**src/rtl/pose_pkg.sv**
```systemverilog
// rtl/pose_pkg.sv - shared constants, FSM encoding and orientation stepping for the pose scheduler
// Purpose: types and helpers shared by triangle_pose_scheduler and its bench.
// Ports: none (package).
package pose_pkg;

    localparam int NUM_ORIENTATIONS = 24;
    localparam int HALF_TURN        = 12;

    typedef enum logic {
        IDLE  = 1'b0,
        TRACK = 1'b1
    } sched_state_t;

    // One 15-degree step from cur towards tgt along the shorter way round.
    // An exact half turn goes +1. Both arguments must already be 0..23.
    function automatic logic [4:0] orient_step(input logic [4:0] cur, input logic [4:0] tgt);
        logic [5:0] diff;
        diff = {1'b0, tgt} + 6'(NUM_ORIENTATIONS) - {1'b0, cur};
        if (diff >= 6'(NUM_ORIENTATIONS)) begin
            diff = diff - 6'(NUM_ORIENTATIONS);
        end
        if (diff == 6'd0) begin
            orient_step = cur;
        end else if (diff <= 6'(HALF_TURN)) begin
            orient_step = (cur == 5'(NUM_ORIENTATIONS - 1)) ? 5'd0 : cur + 5'd1;
        end else begin
            orient_step = (cur == 5'd0) ? 5'(NUM_ORIENTATIONS - 1) : cur - 5'd1;
        end
    endfunction

endpackage

```
**src/rtl/triangle_pose_scheduler_if.sv**
```systemverilog
// rtl/triangle_pose_scheduler_if.sv - target pose valid/ready channel
// Purpose: carries target poses from the tracking logic to the scheduler.
// Signals: target_valid, target_ready, target_x[11:0], target_y[11:0], target_orientation[4:0].
// Modports: master (tracking logic side), slave (scheduler side).
interface triangle_pose_scheduler_if;

    logic        target_valid;
    logic        target_ready;
    logic [11:0] target_x;
    logic [11:0] target_y;
    logic [4:0]  target_orientation;

    modport master (
        output target_valid,
        output target_x,
        output target_y,
        output target_orientation,
        input  target_ready
    );

    modport slave (
        input  target_valid,
        input  target_x,
        input  target_y,
        input  target_orientation,
        output target_ready
    );

endinterface

```
**src/rtl/vsync_edge_detect.sv**
```systemverilog
// rtl/vsync_edge_detect.sv - frame boundary pulse from the rising edge of vsync
// Purpose: fb is high for the single cycle in which vsync=1 and it was 0 the cycle before.
// Ports: clock, reset_n (async active-low), vsync (synchronous to clock) -> fb.
module vsync_edge_detect (
    input  logic clock,
    input  logic reset_n,
    input  logic vsync,
    output logic fb
);

    logic vsync_prev;

    always_ff @(posedge clock or negedge reset_n) begin
        if (!reset_n) begin
            vsync_prev <= 1'b0;
        end else begin
            vsync_prev <= vsync;
        end
    end

    assign fb = vsync & ~vsync_prev;

endmodule

```
**src/rtl/triangle_pose_scheduler.sv**
```systemverilog
// rtl/triangle_pose_scheduler.sv - frame-synchronous pose commit and orientation slew for the triangle renderer
// Purpose: accepts target poses, commits position on frame boundaries and slews orientation
//          one step every FRAMES_PER_STEP frames along the shortest path mod 24.
// Ports: clock, reset_n (async active-low), vsync, target (slave channel),
//        center_x/center_y/orientation (renderer pose), settled, bad_orientation (1-cycle pulse).
module triangle_pose_scheduler
    import pose_pkg::*;
#(
    parameter int          FRAMES_PER_STEP = 4,
    parameter logic [11:0] RESET_X         = 12'd512,
    parameter logic [11:0] RESET_Y         = 12'd384
) (
    input  logic                           clock,
    input  logic                           reset_n,
    input  logic                           vsync,
    triangle_pose_scheduler_if.slave       target,
    output logic [11:0]                    center_x,
    output logic [11:0]                    center_y,
    output logic [4:0]                     orientation,
    output logic                           settled,
    output logic                           bad_orientation
);

    localparam logic [7:0] LAST_FRAME = 8'(FRAMES_PER_STEP - 1);

    sched_state_t state_q, state_nxt;
    logic [11:0]  pend_x_q, pend_y_q, pend_x_nxt, pend_y_nxt;
    logic [4:0]   pend_o_q, pend_o_nxt;
    logic [11:0]  x_nxt, y_nxt;
    logic [4:0]   o_nxt;
    logic [7:0]   cnt_q, cnt_nxt;
    logic         ready_q;
    logic         fb;
    logic         accept;
    logic         orient_bad;
    logic         match_nxt;

    vsync_edge_detect u_edge (
        .clock   (clock),
        .reset_n (reset_n),
        .vsync   (vsync),
        .fb      (fb)
    );

    assign target.target_ready = ready_q;
    assign accept     = target.target_valid & ready_q;
    assign orient_bad = target.target_orientation >= 5'(NUM_ORIENTATIONS);

    // Commit reads the pending registers before this cycle's accept lands in them,
    // so a target accepted on a frame boundary waits for the following one.
    always_comb begin
        x_nxt      = center_x;
        y_nxt      = center_y;
        o_nxt      = orientation;
        cnt_nxt    = cnt_q;
        pend_x_nxt = pend_x_q;
        pend_y_nxt = pend_y_q;
        pend_o_nxt = pend_o_q;
        state_nxt  = state_q;

        if (state_q == TRACK && fb) begin
            x_nxt = pend_x_q;
            y_nxt = pend_y_q;
        end

        // Cadence only restarts while orientation is settled; a retarget mid-slew keeps the count.
        if (orientation == pend_o_q) begin
            cnt_nxt = 8'd0;
        end else if (state_q == TRACK && fb) begin
            if (cnt_q == LAST_FRAME) begin
                o_nxt   = orient_step(orientation, pend_o_q);
                cnt_nxt = 8'd0;
            end else begin
                cnt_nxt = cnt_q + 8'd1;
            end
        end

        if (accept) begin
            pend_x_nxt = target.target_x;
            pend_y_nxt = target.target_y;
            if (!orient_bad) begin
                pend_o_nxt = target.target_orientation;
            end
        end

        match_nxt = (x_nxt == pend_x_nxt) && (y_nxt == pend_y_nxt) && (o_nxt == pend_o_nxt);
        state_nxt = match_nxt ? IDLE : TRACK;
    end

    always_ff @(posedge clock or negedge reset_n) begin
        if (!reset_n) begin
            state_q         <= IDLE;
            center_x        <= RESET_X;
            center_y        <= RESET_Y;
            orientation     <= 5'd0;
            pend_x_q        <= RESET_X;
            pend_y_q        <= RESET_Y;
            pend_o_q        <= 5'd0;
            cnt_q           <= 8'd0;
            ready_q         <= 1'b0;
            settled         <= 1'b1;
            bad_orientation <= 1'b0;
        end else begin
            state_q         <= state_nxt;
            center_x        <= x_nxt;
            center_y        <= y_nxt;
            orientation     <= o_nxt;
            pend_x_q        <= pend_x_nxt;
            pend_y_q        <= pend_y_nxt;
            pend_o_q        <= pend_o_nxt;
            cnt_q           <= cnt_nxt;
            ready_q         <= 1'b1;
            settled         <= match_nxt;
            bad_orientation <= accept & orient_bad;
        end
    end

endmodule
```
**src/flat_wrapper.sv**
```systemverilog
// flat-port wrapper written by rule: the top's interface ports become plain ports
module triangle_pose_scheduler_flat import pose_pkg::*;
#(
    parameter int          FRAMES_PER_STEP = 4,
    parameter logic [11:0] RESET_X         = 12'd512,
    parameter logic [11:0] RESET_Y         = 12'd384
)
  (clock, reset_n, vsync, center_x, center_y, orientation, settled, bad_orientation, target_target_valid, target_target_x, target_target_y, target_target_orientation, target_target_ready);
  triangle_pose_scheduler_if target_i ();
  input  logic clock;
  input  logic reset_n;
  input  logic vsync;
  output logic [11:0] center_x;
  output logic [11:0] center_y;
  output logic [4:0] orientation;
  output logic settled;
  output logic bad_orientation;
  input wire logic [$bits(target_i.target_valid)-1:0] target_target_valid;
  input wire logic [$bits(target_i.target_x)-1:0] target_target_x;
  input wire logic [$bits(target_i.target_y)-1:0] target_target_y;
  input wire logic [$bits(target_i.target_orientation)-1:0] target_target_orientation;
  output wire logic [$bits(target_i.target_ready)-1:0] target_target_ready;
  assign target_i.target_valid = target_target_valid;
  assign target_i.target_x = target_target_x;
  assign target_i.target_y = target_target_y;
  assign target_i.target_orientation = target_target_orientation;
  assign target_target_ready = target_i.target_ready;
  triangle_pose_scheduler #(.FRAMES_PER_STEP(FRAMES_PER_STEP), .RESET_X(RESET_X), .RESET_Y(RESET_Y)) u_core (.clock(clock), .reset_n(reset_n), .vsync(vsync), .target(target_i), .center_x(center_x), .center_y(center_y), .orientation(orientation), .settled(settled), .bad_orientation(bad_orientation));
endmodule
```
**config.mk**
```make
export PLATFORM = sky130hd
export DESIGN_NAME = triangle_pose_scheduler_flat
export DESIGN_NICKNAME = d
export VERILOG_FILES = /design/src/rtl/pose_pkg.sv /design/src/rtl/triangle_pose_scheduler_if.sv /design/src/rtl/vsync_edge_detect.sv /design/src/rtl/triangle_pose_scheduler.sv /design/src/flat_wrapper.sv
export SDC_FILE = /design/constraint.sdc
export NUM_CORES = 1
export LEC_CHECK = 0
export BUFFER_PORTS_ARGS = -buffer_cell sky130_fd_sc_hd__buf_2
export CAP_MARGIN = 20
export CORE_UTILIZATION = 43
export DETAILED_ROUTE_END_ITERATION = 7
export PLACE_DENSITY = 0.69
export SLEW_MARGIN = 20
export SYNTH_ARGS = -nofsm -noshare
export SYNTH_HDL_FRONTEND = slang
export SYNTH_SLANG_ARGS = --single-unit
```
**constraint.sdc**
```tcl
create_clock -name clock -period 9.32 [get_ports clock]
set_clock_uncertainty 0.15 [all_clocks]
set_input_delay 1.398 -clock clock [delete_from_list [all_inputs] [get_ports clock]]
set_output_delay 1.398 -clock clock [all_outputs]
set_load 0.01 [all_outputs]
```
# Word-level counts from Yosys, hierarchy flattened
# Cells that the tools add are included.
[word_totals] out_inout_bits=32 register_bits=71
[classes] n_addsub=6 n_reduce_logical=6 n_mux=21 magnitude_cmp=3 n_eq_ne=6 bitwise_logic=4
[ops] op="2-to-1 mux 12 bit" count=4
[ops] op="2-to-1 mux 5 bit" count=9
[ops] op="== test 12 bit" count=2
[ops] op="2-to-1 mux 6 bit" count=4
[ops] op="2-to-1 mux 8 bit" count=3
[ops] op="== test 5 bit" count=2
[ops] op="adder 8 x 1 -> 8 bit, second input constant" count=1
[ops] op="== test 8 x 2 -> 1 bit, second input constant" count=1
[ops] op="adder 5 x 5 -> 6 bit, second input constant" count=1
[ops] op=">= comparator 6 x 5 -> 1 bit, second input constant" count=1
[ops] op="less-or-equal comparator 6 x 4 -> 1 bit, second input constant" count=1
[ops] op="zero test 6 bit" count=1
[ops] op="subtractor 6 x 5 -> 6 bit" count=1
[ops] op="subtractor 6 x 5 -> 6 bit, second input constant" count=1
[ops] op="adder 5 x 1 -> 5 bit, second input constant" count=1
[ops] op="== test 5 bit, second input constant" count=1
[ops] op=">= comparator 5 bit, second input constant" count=1
[ops] op="zero test 5 bit" count=1
[ops] op="subtractor 5 x 1 -> 5 bit, second input constant" count=1
[ops] op="bitwise AND 1 bit" count=3
[ops] op="logical AND 1 bit" count=3
[ops] op="nonzero test 2 bit" count=1
[ops] op="2-to-1 mux 1 bit" count=1
[ops] op="inverter 1 bit" count=1

# Logic depth before layout (Yosys ltp)
# Gate-level depths: netlist (run 1).
[logic_depth] depth_word=16 mapped_depth=16

# Hierarchy
# A second synthesis (run 1) with hierarchy kept.
[unflattened] cells_unflattened=563 area_unflattened_um2=4660.7
[modules_own_cells] mod="triangle_pose_scheduler" cells_each=561 area_per_inst_um2=4621.9 instances=1 seq_area_each_um2=1760.4
[modules_own_cells] mod="vsync_edge_detect" cells_each=2 area_per_inst_um2=38.8 instances=1 seq_area_each_um2=25.0

# Least setup slack after synthesis (run 1)
# Ideal clock, no wire load.
[synth_timing] path_kind="reg-to-reg" start="register u_core.orientation[2]" end="register u_core.settled" stages_incl_launch_ff=17 t_required_ps=9107 path_slack_ps=5209 arrival_time_ps=3898 cell_sequence="dfrtp_1 > clkbuf_1 > inv_1 > ha_1 > ha_1 > a211oi_2 > o21ba_2 > nor2_1 > ha_1 > nor2_1 > and3_4 > buf_6 > or2_4 > a22o_1 > or3_4 > a2111oi_4 > and4b_1"
[synth_between] elab_chain_cells=14 word_cells_on_any_way=23 classes_between="add/sub: 4; order compare: 2; eq/ne: 3; mux: 11; reduce/logical: 3"
[synth_rtl] item="start, declared" line="triangle_pose_scheduler.sv:19" source="output logic [4:0] orientation,"
[synth_rtl] item="start signal, assigned" line="triangle_pose_scheduler.sv:107" source="orientation <= o_nxt;"
[synth_rtl] item="subtractor 6 x 5 -> 6 bit" line="pose_pkg.sv:18" source="diff = {1'b0, tgt} + 6'(NUM_ORIENTATIONS) - {1'b0, cur};"
[synth_rtl] item="subtractor 6 x 5 -> 6 bit or >= comparator 6 x 5 -> 1 bit (tied branches)" line="pose_pkg.sv:20, pose_pkg.sv:19"
[synth_rtl] item="2-to-1 mux 6 bit" line="pose_pkg.sv:19" source="if (diff >= 6'(NUM_ORIENTATIONS)) begin"
[synth_rtl] item="2-to-1 mux 6 bit" line="triangle_pose_scheduler.sv:70" source="if (cnt_q == LAST_FRAME) begin"
[synth_rtl] item="2-to-1 mux 6 bit" line="triangle_pose_scheduler.sv:69" source="end else if (state_q == TRACK && fb) begin"
[synth_rtl] item="2-to-1 mux 6 bit" line="triangle_pose_scheduler.sv:67" source="if (orientation == pend_o_q) begin"
[synth_rtl] item="less-or-equal comparator 6 x 4 -> 1 bit" line="pose_pkg.sv:24" source="end else if (diff <= 6'(HALF_TURN)) begin"
[synth_rtl] item="2-to-1 mux 5 bit" line="pose_pkg.sv:24"
[synth_rtl] item="2-to-1 mux 5 bit" line="pose_pkg.sv:22" source="if (diff == 6'd0) begin"
[synth_rtl] item="2-to-1 mux 5 bit" line="triangle_pose_scheduler.sv:70"
[synth_rtl] item="2-to-1 mux 5 bit" line="triangle_pose_scheduler.sv:69"
[synth_rtl] item="2-to-1 mux 5 bit *" line="triangle_pose_scheduler.sv:67"
[synth_rtl] item="== test 5 bit *" line="triangle_pose_scheduler.sv:86" source="match_nxt = (x_nxt == pend_x_nxt) && (y_nxt == pend_y_nxt) && (o_nxt == pend_o_nxt);"
[synth_rtl] item="logical AND 1 bit *" line="triangle_pose_scheduler.sv:86"
[synth_rtl] item="net u_core.match_nxt" line="triangle_pose_scheduler.sv:36" source="logic match_nxt;"
[synth_rtl] item="end signal, assigned" line="triangle_pose_scheduler.sv:113" source="settled <= match_nxt;"
[synth_rtl] item="end, declared" line="triangle_pose_scheduler.sv:20" source="output logic settled,"
# Mark *: on every way through the listed nets, which the timed path passes. The rest lies on a longest branch. The select of a mux whose other input is x is not followed.
# A chain may end at the register's enable or synchronous reset.

# Worst setup path in the final report (run 1)
[layout_timing] start="register u_core.orientation[1]" end="register u_core.settled"
# Same word-level chain as after synthesis.

==> implementation parameters, run 1 <==
Parameter                              Value

Outcome
  Status    finished, final reports clean

Setup path
  Number of buffers and inverters on the critical path    2
  Worst reg2reg setup slack    4860 ps
  Reg-to-Reg End    u_core.settled
  Required time of the worst setup path    9470 ps
  Type of element launching the critical path    register
  Reg-to-Reg Start    u_core.orientation[1]
  Cell count of the worst reg-to-reg path    14
  Critical path's most frequent cell    sky130_fd_sc_hd__ha_1
  Worst Setup Path Type    reg -> reg
  Largest stage delay on the critical path    470 ps
  Critical path cell sequence    inv_1, ha_1, ha_1, fa_1, xnor2_1, inv_1, ha_1, a311oi_1, o2bb2ai_1, o21ai_0, a32o_1, a211o_1, a2111oi_4, and4b_1
  Highest fanout seen on the critical path    8
  Cell with the biggest individual delay on the critical path    sky130_fd_sc_hd__dfrtp_1
  Family with the most delay on the worst path    compound AO/OA/AOI/OAI gates
  Worst Path Arrival    4610 ps
  Critical path capture point type    register

CTS
  Buffer depth of the longest clock path    2
  Number of clock sinks    71
  Num CTS Buffers    9
  Setup Fix Bufs, Post-CTS    0
  # H-tree levels    3
  Count of hold buffers inserted by post-cts repair    0
  Post-CTS clock slew at the launch and capture registers of the worst setup and hold paths    80 ps
  TritonCTS clock tree    yes
  CTS root buf    sky130_fd_sc_hd__clkbuf_8
  Number of resized instances in the post-cts repair step    0
  Source-to-sink clock delay at the later pin of the worst-skew pair    360 ps

Min path
  Kind of path behind the tightest hold check    reg -> reg
  Sink of the worst hold path    u_core.center_y[8]
  Cell depth of the worst hold path    2
  Worst Hold Launch    u_core.pend_y_q[8]

Timing
  Number of max-slew violations in the final report    0
  Unrepaired setup endpoints after global routing    false
  Normalized max-slew margin    0.386
  Final hold violation count    0
  Count of final setup violators    0
  Portion of the clock cycle consumed by the worst path in the final layout    0.478
  Total negative setup slack    0 ps
  Minimum clock period after layout    4460 ps
  Slew at the pin closest to its max-slew limit    921 ps
  Maximum frequency from static timing analysis    0.224 GHz

Power
  Cell leakage power    2.46 nW
  Max VDD drop    147 µV
  Switching Share    0.420
  Power share of the sequential group    0.349
  Switching power    0.515 mW
  Internal power    0.711 mW
  Cell area power density    241 nW/µm²
  Part of the power in the clock network    0.189
  Total power after layout    1.23 mW
  Portion of total power attributed to combinational logic    0.463

Synth
  Cell area after synthesis    4480 µm²
  Post-synthesis instance total    538
  Flops & latches, synth    71
  Syn Nets    585
  Post-Syn Area per Cell    8.33 µm²
  Portion of the post-synthesis area used by sequential elements    0.399
  Number of enable flip-flop cells after synthesis    0
  Ranking of synthesized cells by area    sky130_fd_sc_hd__dfrtp_1, sky130_fd_sc_hd__nand2_1, sky130_fd_sc_hd__dfstp_2
  Top_reg_cell synth    sky130_fd_sc_hd__dfrtp_1
  Share of synthesized registers carrying an async set or reset    1.00
  Count of cell types in the netlist    62
  Yosys synthesis warning count    0
  Area fraction of the dominant cell type after synthesis    0.358
  Cell taking the most area after synthesis    sky130_fd_sc_hd__dfrtp_1

Routing
  Average via count per standard cell    5.65
  DRC Markers    0
  Number of detailed-routing iterations run before antenna repair    4
  Routed met3 length    525 µm
  Total vias in the final route    4118
  Number of violations reported at the end of detailed-routing iteration 0    248
  Met1 Routed Length    5060 µm
  Routed wire per std cell    15.4 µm
  Total length of routed met2 wires    5420 µm
  Routed Antenna Nets    0
  Final routed wirelength across all metal layers    11200 µm
  Highest metal layer with signal wires    met5

Finish
  Area growth from synthesis to layout    13.4%
  Number of nets in the layout    638
  Layout cell share with drive strength beyond 1    0.178
  Register area    1790 µm²
  Cell area after layout    5080 µm²
  Count of filler cells inserted in the layout    954
  Area of the multi-input gates    2500 µm²
  Antenna cell count    0
  Final core utilization    0.510

Place
  Post-place instance area    4890 µm²
  Number of input and output port buffers inserted    64
  Final HPWL from detailed placement    7580 µm
  Final weighted congestion in routability-driven placement    0.819

Global routing
  Global Route Usage Sum    0.215
  Largest net degree at the start of global routing    72
  Via count of the first global-routing pass    3987
  First-pass GRT wire length    19000 µm
  Number of antenna violations at the first check in global routing    1
  Grt total ovfl    0

Die
  Total Die Area    10800 µm²
  Die extent in y    104 µm
  # rows    36
  Die width    104 µm
  Starting Density    0.450
  Core area    9950 µm²
  Top-Level Pins    65

Run
  Number of max-cap violations    0
synth_stat cells (13+ instances only):
cell                         n
sky130_fd_sc_hd__clkbuf_1   20
sky130_fd_sc_hd__ha_1       13
sky130_fd_sc_hd__o22ai_1    15
sky130_fd_sc_hd__inv_1      22
sky130_fd_sc_hd__nand2_1   158
sky130_fd_sc_hd__a21oi_1    22
sky130_fd_sc_hd__dfrtp_1    64
sky130_fd_sc_hd__xnor2_1    14
sky130_fd_sc_hd__xor2_1     20
sky130_fd_sc_hd__nor2_1     19
sky130_fd_sc_hd__o21ai_0    35
sky130_fd_sc_hd__o22a_1     13
metrics by stage:
| stage | worst slack [ps] | hold WS [ps] | instances |
|---|---|---|---|
| 3_5_place_dp | 4710 | 324 | 713 |
| 5_1_grt | 4620 | 353 | 729 |
| 3_3_place_gp | 4840 | 318 | 713 |
| 4_1_cts | 4910 | 334 | 729 |
| 6_report | 4860 | 330 | 729 |
| 2_1_floorplan | 5210 | 299 | 538 |
power by group through the flow:
stage               registers, mW  clock network, mW  logic (mW)
floorplan                   0.427                  0       0.419
global placement            0.429                  0       0.538
detailed placement          0.432                  0       0.560
CTS                         0.427              0.239       0.564
global route                0.436              0.250       0.629
finish                      0.428              0.231       0.567
worst register-to-register path: stages, from the launching register on:
cell	delay [ps]
sky130_fd_sc_hd__dfrtp_1	470
sky130_fd_sc_hd__inv_1	130
sky130_fd_sc_hd__ha_1	330
sky130_fd_sc_hd__ha_1	250
sky130_fd_sc_hd__fa_1	410
sky130_fd_sc_hd__xnor2_1	330
sky130_fd_sc_hd__inv_1	100
sky130_fd_sc_hd__ha_1	300
sky130_fd_sc_hd__a311oi_1	250
sky130_fd_sc_hd__o2bb2ai_1	330
sky130_fd_sc_hd__o21ai_0	200
sky130_fd_sc_hd__a32o_1	290
sky130_fd_sc_hd__a211o_1	290
sky130_fd_sc_hd__a2111oi_4	350
sky130_fd_sc_hd__and4b_1	230
cell type report:
type	count	share of cell area
multi-input cells	418	0.493
flip-flops and latches	71	0.352
repair buffers	69	0.0705
well taps	133	0.0328
clock buffers	10	0.0271
inverters	22	0.0163
clock inverters	6	0.00887
cells in the final DEF (no fill, tap or decap), types with 5 or more instances in the layout:
cell type and n:
sky130_fd_sc_hd__nor3_1 8, sky130_fd_sc_hd__nor2_1 19, sky130_fd_sc_hd__dfrtp_1 64, sky130_fd_sc_hd__o21ai_0 35, sky130_fd_sc_hd__buf_2 64, sky130_fd_sc_hd__nand2_1 158
sky130_fd_sc_hd__nand4_1 5, sky130_fd_sc_hd__a21oi_1 22, sky130_fd_sc_hd__o22ai_1 15, sky130_fd_sc_hd__inv_1 22, sky130_fd_sc_hd__buf_4 5, sky130_fd_sc_hd__a22oi_1 12
sky130_fd_sc_hd__dfstp_2 7, sky130_fd_sc_hd__xor2_1 20, sky130_fd_sc_hd__xnor2_1 14, sky130_fd_sc_hd__a22o_1 10, sky130_fd_sc_hd__clkbuf_8 10, sky130_fd_sc_hd__o22a_1 13
sky130_fd_sc_hd__nand3_1 7, sky130_fd_sc_hd__ha_1 13, sky130_fd_sc_hd__o221ai_1 10
state kept, by name (all words and copies together) (netlist names), 5 cells and up:
signal	flops
u_core.center_x	12
u_core.center_y	12
u_core.pend_x_q	12
u_core.pend_y_q	12
u_core.cnt_q	8
u_core.orientation	5
u_core.pend_o_q	5
routing by layer:
metal | global-route usage | up-vias
met5 | 0 | -
met4 | 0.0704 | 2
met3 | 0.0495 | 17
met2 | 0.350 | 104
met1 | 0.284 | 1999
li1 | - | 1996
worst max path at each step:
stage | depth (start not counted) | startpoint | end
finish | 14 | u_core.orientation[1] | u_core.settled
global route | 14 | u_core.orientation[1] | u_core.settled
CTS | 14 | u_core.orientation[1] | u_core.settled
detailed placement | 10 | vsync | u_core.settled
global placement | 10 | vsync | u_core.settled
floorplan | 16 | u_core.orientation[2] | u_core.settled
cell families (layout without fill, tap and decap cells):
group,Yosys count,in the layout,share of synthesized area
buf+inv,49,107,0.0430
compound gates,144,144,0.227
flops,71,71,0.399
other cells,1,1,0.000837
fa+ha+maj,14,14,0.0408
xor+xnor,34,34,0.0665
simple gates,220,220,0.211
mux,5,5,0.0120
No activity file was read; power rests on OpenSTA's default activity.
==> inputs of run 2 (changes only) <==
--- a/config.mk
+++ b/config.mk
@@ -5,11 +5,12 @@
 export SDC_FILE = /design/constraint.sdc
 export NUM_CORES = 1
 export LEC_CHECK = 0
+export ABC_AREA = 1
 export BUFFER_PORTS_ARGS = -buffer_cell sky130_fd_sc_hd__buf_2
 export CAP_MARGIN = 20
 export CORE_UTILIZATION = 43
 export DETAILED_ROUTE_END_ITERATION = 7
-export PLACE_DENSITY = 0.69
+export PLACE_DENSITY = 0.7
 export SLEW_MARGIN = 20
 export SYNTH_ARGS = -nofsm -noshare
 export SYNTH_HDL_FRONTEND = slang
==> constraint.sdc (replaced) <==
create_clock -name clock -period 4.6 [get_ports clock]
set_clock_uncertainty 0.15 [all_clocks]
set_input_delay 0.69 -clock clock [delete_from_list [all_inputs] [get_ports clock]]
set_output_delay 0.69 -clock clock [all_outputs]
set_load 0.01 [all_outputs]
==> implementation parameters, run 2 <==
Parameter                              Value

Finish
  Commonest cells after routing, fill and taps aside    sky130_fd_sc_hd__nand2_1, sky130_fd_sc_hd__buf_2, sky130_fd_sc_hd__dfrtp_1
  Number of nets in the layout    608
  Area of the multi-input gates    1820 µm²
  Count of filler cells inserted in the layout    843
  Area growth from synthesis to layout    17.9%
  Register area    1790 µm²
  Antenna cell count    0
  Layout cell share with drive strength beyond 1    0.207
  Most common cell after layout, fill and taps aside    sky130_fd_sc_hd__nand2_1

CTS
  # H-tree levels    3
  Num CTS Buffers    9
  CTS root buf    sky130_fd_sc_hd__clkbuf_8
  Number of clock sinks    71
  TritonCTS clock tree    yes
  Source-to-sink clock delay at the later pin of the worst-skew pair    340 ps
  Count of hold buffers inserted by post-cts repair    0
  Post-CTS clock slew at the launch and capture registers of the worst setup and hold paths    80 ps
  Buffer depth of the longest clock path    2
  Number of resized instances in the post-cts repair step    0
  Setup Fix Bufs, Post-CTS    0

Synth
  Share of synthesized registers carrying an async set or reset    1.00
  Portion of the post-synthesis area used by sequential elements    0.462
  Count of cell types in the netlist    35
  Top_reg_cell synth    sky130_fd_sc_hd__dfrtp_1
  Commonest cells in the synthesized netlist    sky130_fd_sc_hd__nand2_1, sky130_fd_sc_hd__dfrtp_1, sky130_fd_sc_hd__inv_1, sky130_fd_sc_hd__nand3_1, sky130_fd_sc_hd__o21ai_0
  Syn Nets    540
  Area fraction of the dominant cell type after synthesis    0.415
  Post-Syn Area per Cell    7.83 µm²
  Cell area after synthesis    3860 µm²
  Cell taking the most area after synthesis    sky130_fd_sc_hd__dfrtp_1
  Post-synthesis instance total    493
  Ranking of synthesized cells by area    sky130_fd_sc_hd__dfrtp_1, sky130_fd_sc_hd__nand2_1, sky130_fd_sc_hd__inv_1
  Number of enable flip-flop cells after synthesis    0
  Cell with the most instances after synthesis    sky130_fd_sc_hd__nand2_1
  Flops & latches, synth    71
  Yosys synthesis warning count    0

Routing
  Number of violations reported at the end of detailed-routing iteration 0    171
  Number of detailed-routing iterations run before antenna repair    4
  Total vias in the final route    3332
  Average via count per standard cell    4.94
  Routed Antenna Nets    0
  Final routed wirelength across all metal layers    8900 µm
  DRC Markers    0
  Routed wire per std cell    13.2 µm

Power
  Cell area power density    525 nW/µm²
  Max VDD drop    293 µV
  Switching power    0.903 mW
  Power share of the sequential group    0.340
  Cell leakage power    2.41 nW
  Switching Share    0.378
  Part of the power in the clock network    0.273
  Internal power    1.49 mW
  Portion of total power attributed to combinational logic    0.386
  Total power after layout    2.39 mW

Global routing
  Global Route Usage Sum    0.199
  Grt total ovfl    0
  Number of antenna violations at the first check in global routing    0
  First-pass GRT wire length    15100 µm
  Largest net degree at the start of global routing    38
  Via count of the first global-routing pass    3334

Setup path
  Family with the most delay on the worst path    adder cells
  Type of element launching the critical path    register
  Highest fanout seen on the critical path    6
  Largest stage delay on the critical path    450 ps
  Number of buffers and inverters on the critical path    2
  Critical path cell sequence    inv_1, ha_1, ha_1, fa_1, xor2_2, ha_1, inv_1, nand2_1, nand2_1, nand2_2, nand2_4, o21ai_2, nand2_1, nand3_2, nand3_1, nor2_1, nand3_1
  Critical path capture point type    register
  Required time of the worst setup path    4670 ps
  Worst Setup Path Type    reg -> reg
  Cell with the biggest individual delay on the critical path    sky130_fd_sc_hd__dfrtp_1
  Worst Path Arrival    3410 ps

Timing
  Number of max-slew violations in the final report    0
  Slew at the pin closest to its max-slew limit    839 ps
  Minimum clock period after layout    3340 ps
  Portion of the clock cycle consumed by the worst path in the final layout    0.727
  Count of final setup violators    0
  Total negative setup slack    0 ps
  Unrepaired setup endpoints after global routing    false
  Final hold violation count    0
  Normalized max-slew margin    0.440
  Maximum frequency from static timing analysis    0.299 GHz
  Min Hold Slack    294 ps

Die
  Starting Density    0.443
  Die extent in y    96.8 µm
  # rows    34
  Die width    96.8 µm
  Core area    8720 µm²
  Total Die Area    9370 µm²
  Top-Level Pins    65

Place
  Final HPWL from detailed placement    6460 µm
  Final weighted congestion in routability-driven placement    0.849
  Number of input and output port buffers inserted    64

Min path
  Kind of path behind the tightest hold check    in -> async

Run
  Number of max-cap violations    0

Outcome
  Status    finished, final reports clean
==> run 2: changes by cell type after synthesis, moves of 8 or more <==
cell | before | now
sky130_fd_sc_hd__a22o_1 | 10 | 0
sky130_fd_sc_hd__nand3_1 | 7 | 30
sky130_fd_sc_hd__o22ai_1 | 15 | 2
sky130_fd_sc_hd__o21ai_0 | 35 | 21
sky130_fd_sc_hd__o221ai_1 | 10 | 0
sky130_fd_sc_hd__clkbuf_1 | 20 | 5
sky130_fd_sc_hd__nand2_1 | 158 | 180
sky130_fd_sc_hd__nand2_2 | 0 | 10
sky130_fd_sc_hd__o22a_1 | 13 | 0
sky130_fd_sc_hd__xor2_1 | 20 | 11
sky130_fd_sc_hd__a21oi_1 | 22 | 14
sky130_fd_sc_hd__inv_1 | 22 | 55
sky130_fd_sc_hd__a22oi_1 | 12 | 0
==> run 2: power by group through the flow <==
stage	combinational [mW]	sequential, mW	clock [mW]
finish	0.924	0.814	0.653
global route	1.06	0.826	0.693
global placement	0.885	0.821	0
detailed placement	0.918	0.825	0
CTS	0.925	0.814	0.663
floorplan	0.682	0.827	0
==> run 2: final timing paths <==
kind / endpoint / slack (ps) / start / cells after the start
max: u_core.state_q / 1260 / u_core.orientation[1] / 17
max reg2reg: u_core.state_q / 1260 / u_core.orientation[1] / 17
max in group asynchronous: u_core.settled / 3010 / reset_n / 2
min reg2reg: u_core.center_y[7] / 350 / u_core.pend_y_q[7] / 2
min: u_core.center_y[11] / 290 / reset_n / 1
min in group clock: u_core.u_edge.vsync_prev / 310 / vsync / 1
==> run 2: area by class of cell <==
type | instances | share of cell area
repair buffers | 66 | 0.0736
clock buffers | 10 | 0.0280
well taps | 108 | 0.0297
clock inverters | 6 | 0.0291
flip-flops and latches | 71 | 0.392
inverters | 58 | 0.0478
multi-input cells | 355 | 0.400
==> run 2: cells by family after synthesis <==
logic type               share of synthesized area
flip-flops                                   0.462
XOR/XNOR                                    0.0496
AO/OA/AOI/OAI                               0.0619
other                                     0.000971
adder cells (fa/ha/maj)                     0.0473
buffers and inverters                       0.0664
AND/OR/NAND/NOR                              0.312
==> run 2: stage by stage <==
| step | cells | setup WS, ps | utilization | area (µm²) |
|---|---|---|---|---|
| final | 674 | 1260 | 0.522 | 4550 |
| after global routing | 674 | 1030 | 0.522 | 4550 |
| after floorplan | 493 | 1600 | - | 3860 |
| after global placement | 658 | 1250 | 0.492 | 4290 |
| after CTS | 674 | 1280 | 0.522 | 4550 |
| after detailed placement | 658 | 1240 | 0.492 | 4290 |
==> run 2: routing by layer <==
metal | GRT usage | vias up | part of all wire
met5 | 0 | - | 0
li1 | - | 1683 | -
met3 | 0.0448 | 7 | 0.047
met1 | 0.251 | 1557 | 0.44
met4 | 0.0505 | 0 | 0.0093
met2 | 0.345 | 85 | 0.50
==> inputs of run 3 (changes only) <==
==> constraint.sdc (replaced) <==
create_clock -name clock -period 3.2 [get_ports clock]
set_clock_uncertainty 0.15 [all_clocks]
set_input_delay 0.48 -clock clock [delete_from_list [all_inputs] [get_ports clock]]
set_output_delay 0.48 -clock clock [all_outputs]
set_load 0.01 [all_outputs]
==> implementation parameters, run 3 (synthesis results as in run 2) <==
Parameter                              Value

CTS
  CTS root buf    sky130_fd_sc_hd__clkbuf_8
  Source-to-sink clock delay at the later pin of the worst-skew pair    330 ps
  Count of hold buffers inserted by post-cts repair    0
  Post-CTS clock slew at the launch and capture registers of the worst setup and hold paths    70 ps
  TritonCTS clock tree    yes
  Number of clock sinks    71
  Buffer depth of the longest clock path    2
  Num CTS Buffers    9
  # H-tree levels    3

Global routing
  Number of antenna violations at the first check in global routing    0
  First-pass GRT wire length    15100 µm
  Grt total ovfl    0
  Largest net degree at the start of global routing    43
  Via count of the first global-routing pass    3341
  Global Route Usage Sum    0.200

Finish
  Antenna cell count    0
  Commonest cells after routing, fill and taps aside    sky130_fd_sc_hd__nand2_1, sky130_fd_sc_hd__buf_2, sky130_fd_sc_hd__dfrtp_1
  Layout cell share with drive strength beyond 1    0.246
  Final non-filler cell total    685
  Most common cell after layout, fill and taps aside    sky130_fd_sc_hd__nand2_1
  Area growth from synthesis to layout    21.4%
  Number of nets in the layout    620

Setup path
  Type of element launching the critical path    register
  Reg-to-Reg Start    u_core.orientation[1]
  Reg-to-Reg End    u_core.state_q
  Critical path cell sequence    inv_2, ha_4, ha_4, fa_2, xor2_2, buf_4, nand3_1, nand2_2, nand2_2, nand2_4, nand2_4, o21ai_4, nand2_1, nand3_2, nand2_1, nor2_1, nand3_1
  Largest stage delay on the critical path    400 ps
  Critical path capture point type    register
  Worst reg2reg setup slack    120 ps
  Number of buffers and inverters on the critical path    2
  Worst Path Arrival    3150 ps
  Family with the most delay on the worst path    simple AND/OR/NAND/NOR gates
  Cell with the biggest individual delay on the critical path    sky130_fd_sc_hd__dfrtp_1
  Required time of the worst setup path    3270 ps
  Highest fanout seen on the critical path    4
  Cell count of the worst reg-to-reg path    17
  Worst Setup Path Type    reg -> reg

Timing
  Minimum clock period after layout    3080 ps
  Final hold violation count    0
  Min Hold Slack    36.5 ps
  Portion of the clock cycle consumed by the worst path in the final layout    0.963
  Maximum frequency from static timing analysis    0.325 GHz
  Normalized max-slew margin    0.529
  Number of max-slew violations in the final report    0
  Slew at the pin closest to its max-slew limit    707 ps
  Count of final setup violators    0

Power
  Switching Share    0.391
  Switching power    1.34 mW
  Part of the power in the clock network    0.208
  Max VDD drop    338 µV
  Cell area power density    729 nW/µm²
  Cell leakage power    2.46 nW
  Portion of total power attributed to combinational logic    0.455
  Internal power    2.08 mW
  Power share of the sequential group    0.337

Die
  Die width    96.8 µm
  Top-Level Pins    65
  Starting Density    0.443
  Die extent in y    96.8 µm
  Core area    8720 µm²
  Total Die Area    9370 µm²
  # rows    34

Place
  Final weighted congestion in routability-driven placement    0.837
  Final HPWL from detailed placement    6550 µm
  Number of input and output port buffers inserted    64
  Number of placed instances with taps included    666

Run
  Number of max-cap violations    0

Routing
  Final routed wirelength across all metal layers    9100 µm
  DRC Markers    0
  Average via count per standard cell    4.95
  Number of detailed-routing iterations run before antenna repair    4
  Routed Antenna Nets    0
  Routed wire per std cell    13.3 µm
  Total vias in the final route    3389
  Number of violations reported at the end of detailed-routing iteration 0    209

Outcome
  Status    finished, final reports clean

Min path
  Kind of path behind the tightest hold check    in -> async
[run 3: cell count changes in the layout (fill, tap and decap cells not counted), moves of 2 or more]
cell and change:
sky130_fd_sc_hd__ha_1 -4, sky130_fd_sc_hd__nand3_1 -3, sky130_fd_sc_hd__ha_4 +4, sky130_fd_sc_hd__bufinv_16 -3, sky130_fd_sc_hd__nand3_2 +3, sky130_fd_sc_hd__nand2_1 -4, sky130_fd_sc_hd__nand2_2 +3, sky130_fd_sc_hd__buf_4 +11
sky130_fd_sc_hd__clkbuf_8 +2
[run 3: metal layers]
| metal | up-vias | routed length [µm] | track usage |
|---|---|---|---|
| met3 | 10 | 454 | 0.0390 |
| li1 | 1708 | - | - |
| met2 | 73 | 4460 | 0.336 |
| met5 | - | 0 | 0 |
| met1 | 1598 | 4060 | 0.252 |
| met4 | 0 | 131 | 0.0827 |
[run 3: power groups by stage]
stage | combinational (mW) | clock [mW] | sequential [mW]
after floorplan | 0.981 | 0 | 1.19
after global placement | 1.33 | 0 | 1.15
after detailed placement | 1.36 | 0 | 1.16
after CTS | 1.36 | 0.726 | 1.15
after global routing | 1.75 | 0.765 | 1.17
final | 1.55 | 0.711 | 1.15
[run 3: what timing repair did]
action | 4_1_cts | 5_1_grt
endpoints found under the setup margin | 0 | 2
buffers inserted | 0 | 4
endpoints found under the hold margin | 0 | 0
resized for setup | 0 | 18
[run 3: layout make-up]
type,count,area [µm²]
Timing Repair Buffer,78,438
Clock buffer,12,155
Inverter,58,218
Clock inverter,3,42.5
Multi-Input combinational cell,355,1910
Sequential cell,71,1790
Tap cell,108,135
Fill cell,834,4030
[run 3: stage by stage]
step	setup TNS [ps]	total power, mW	util	area [µm²]	worst slack (ps)
3_3_place_gp	0	2.48	0.501	4370	148
5_1_grt	-43.3	3.68	0.538	4690	-25.5
6_report	0	3.42	0.538	4690	120
2_1_floorplan	0	2.17	-	3860	205
3_5_place_dp	0	2.52	0.501	4370	58.6
4_1_cts	0	3.24	0.523	4560	18.3
[run 3: worst max-delay path by stage]
stage,start,to,depth (start not counted)
finish,u_core.orientation[1],u_core.state_q,17
global route,u_core.orientation[1],u_core.state_q,17
CTS,u_core.orientation[1],u_core.settled,18
detailed placement,u_core.orientation[1],u_core.settled,18
global placement,u_core.orientation[1],u_core.settled,18
floorplan,u_core.orientation[1],u_core.state_q,16
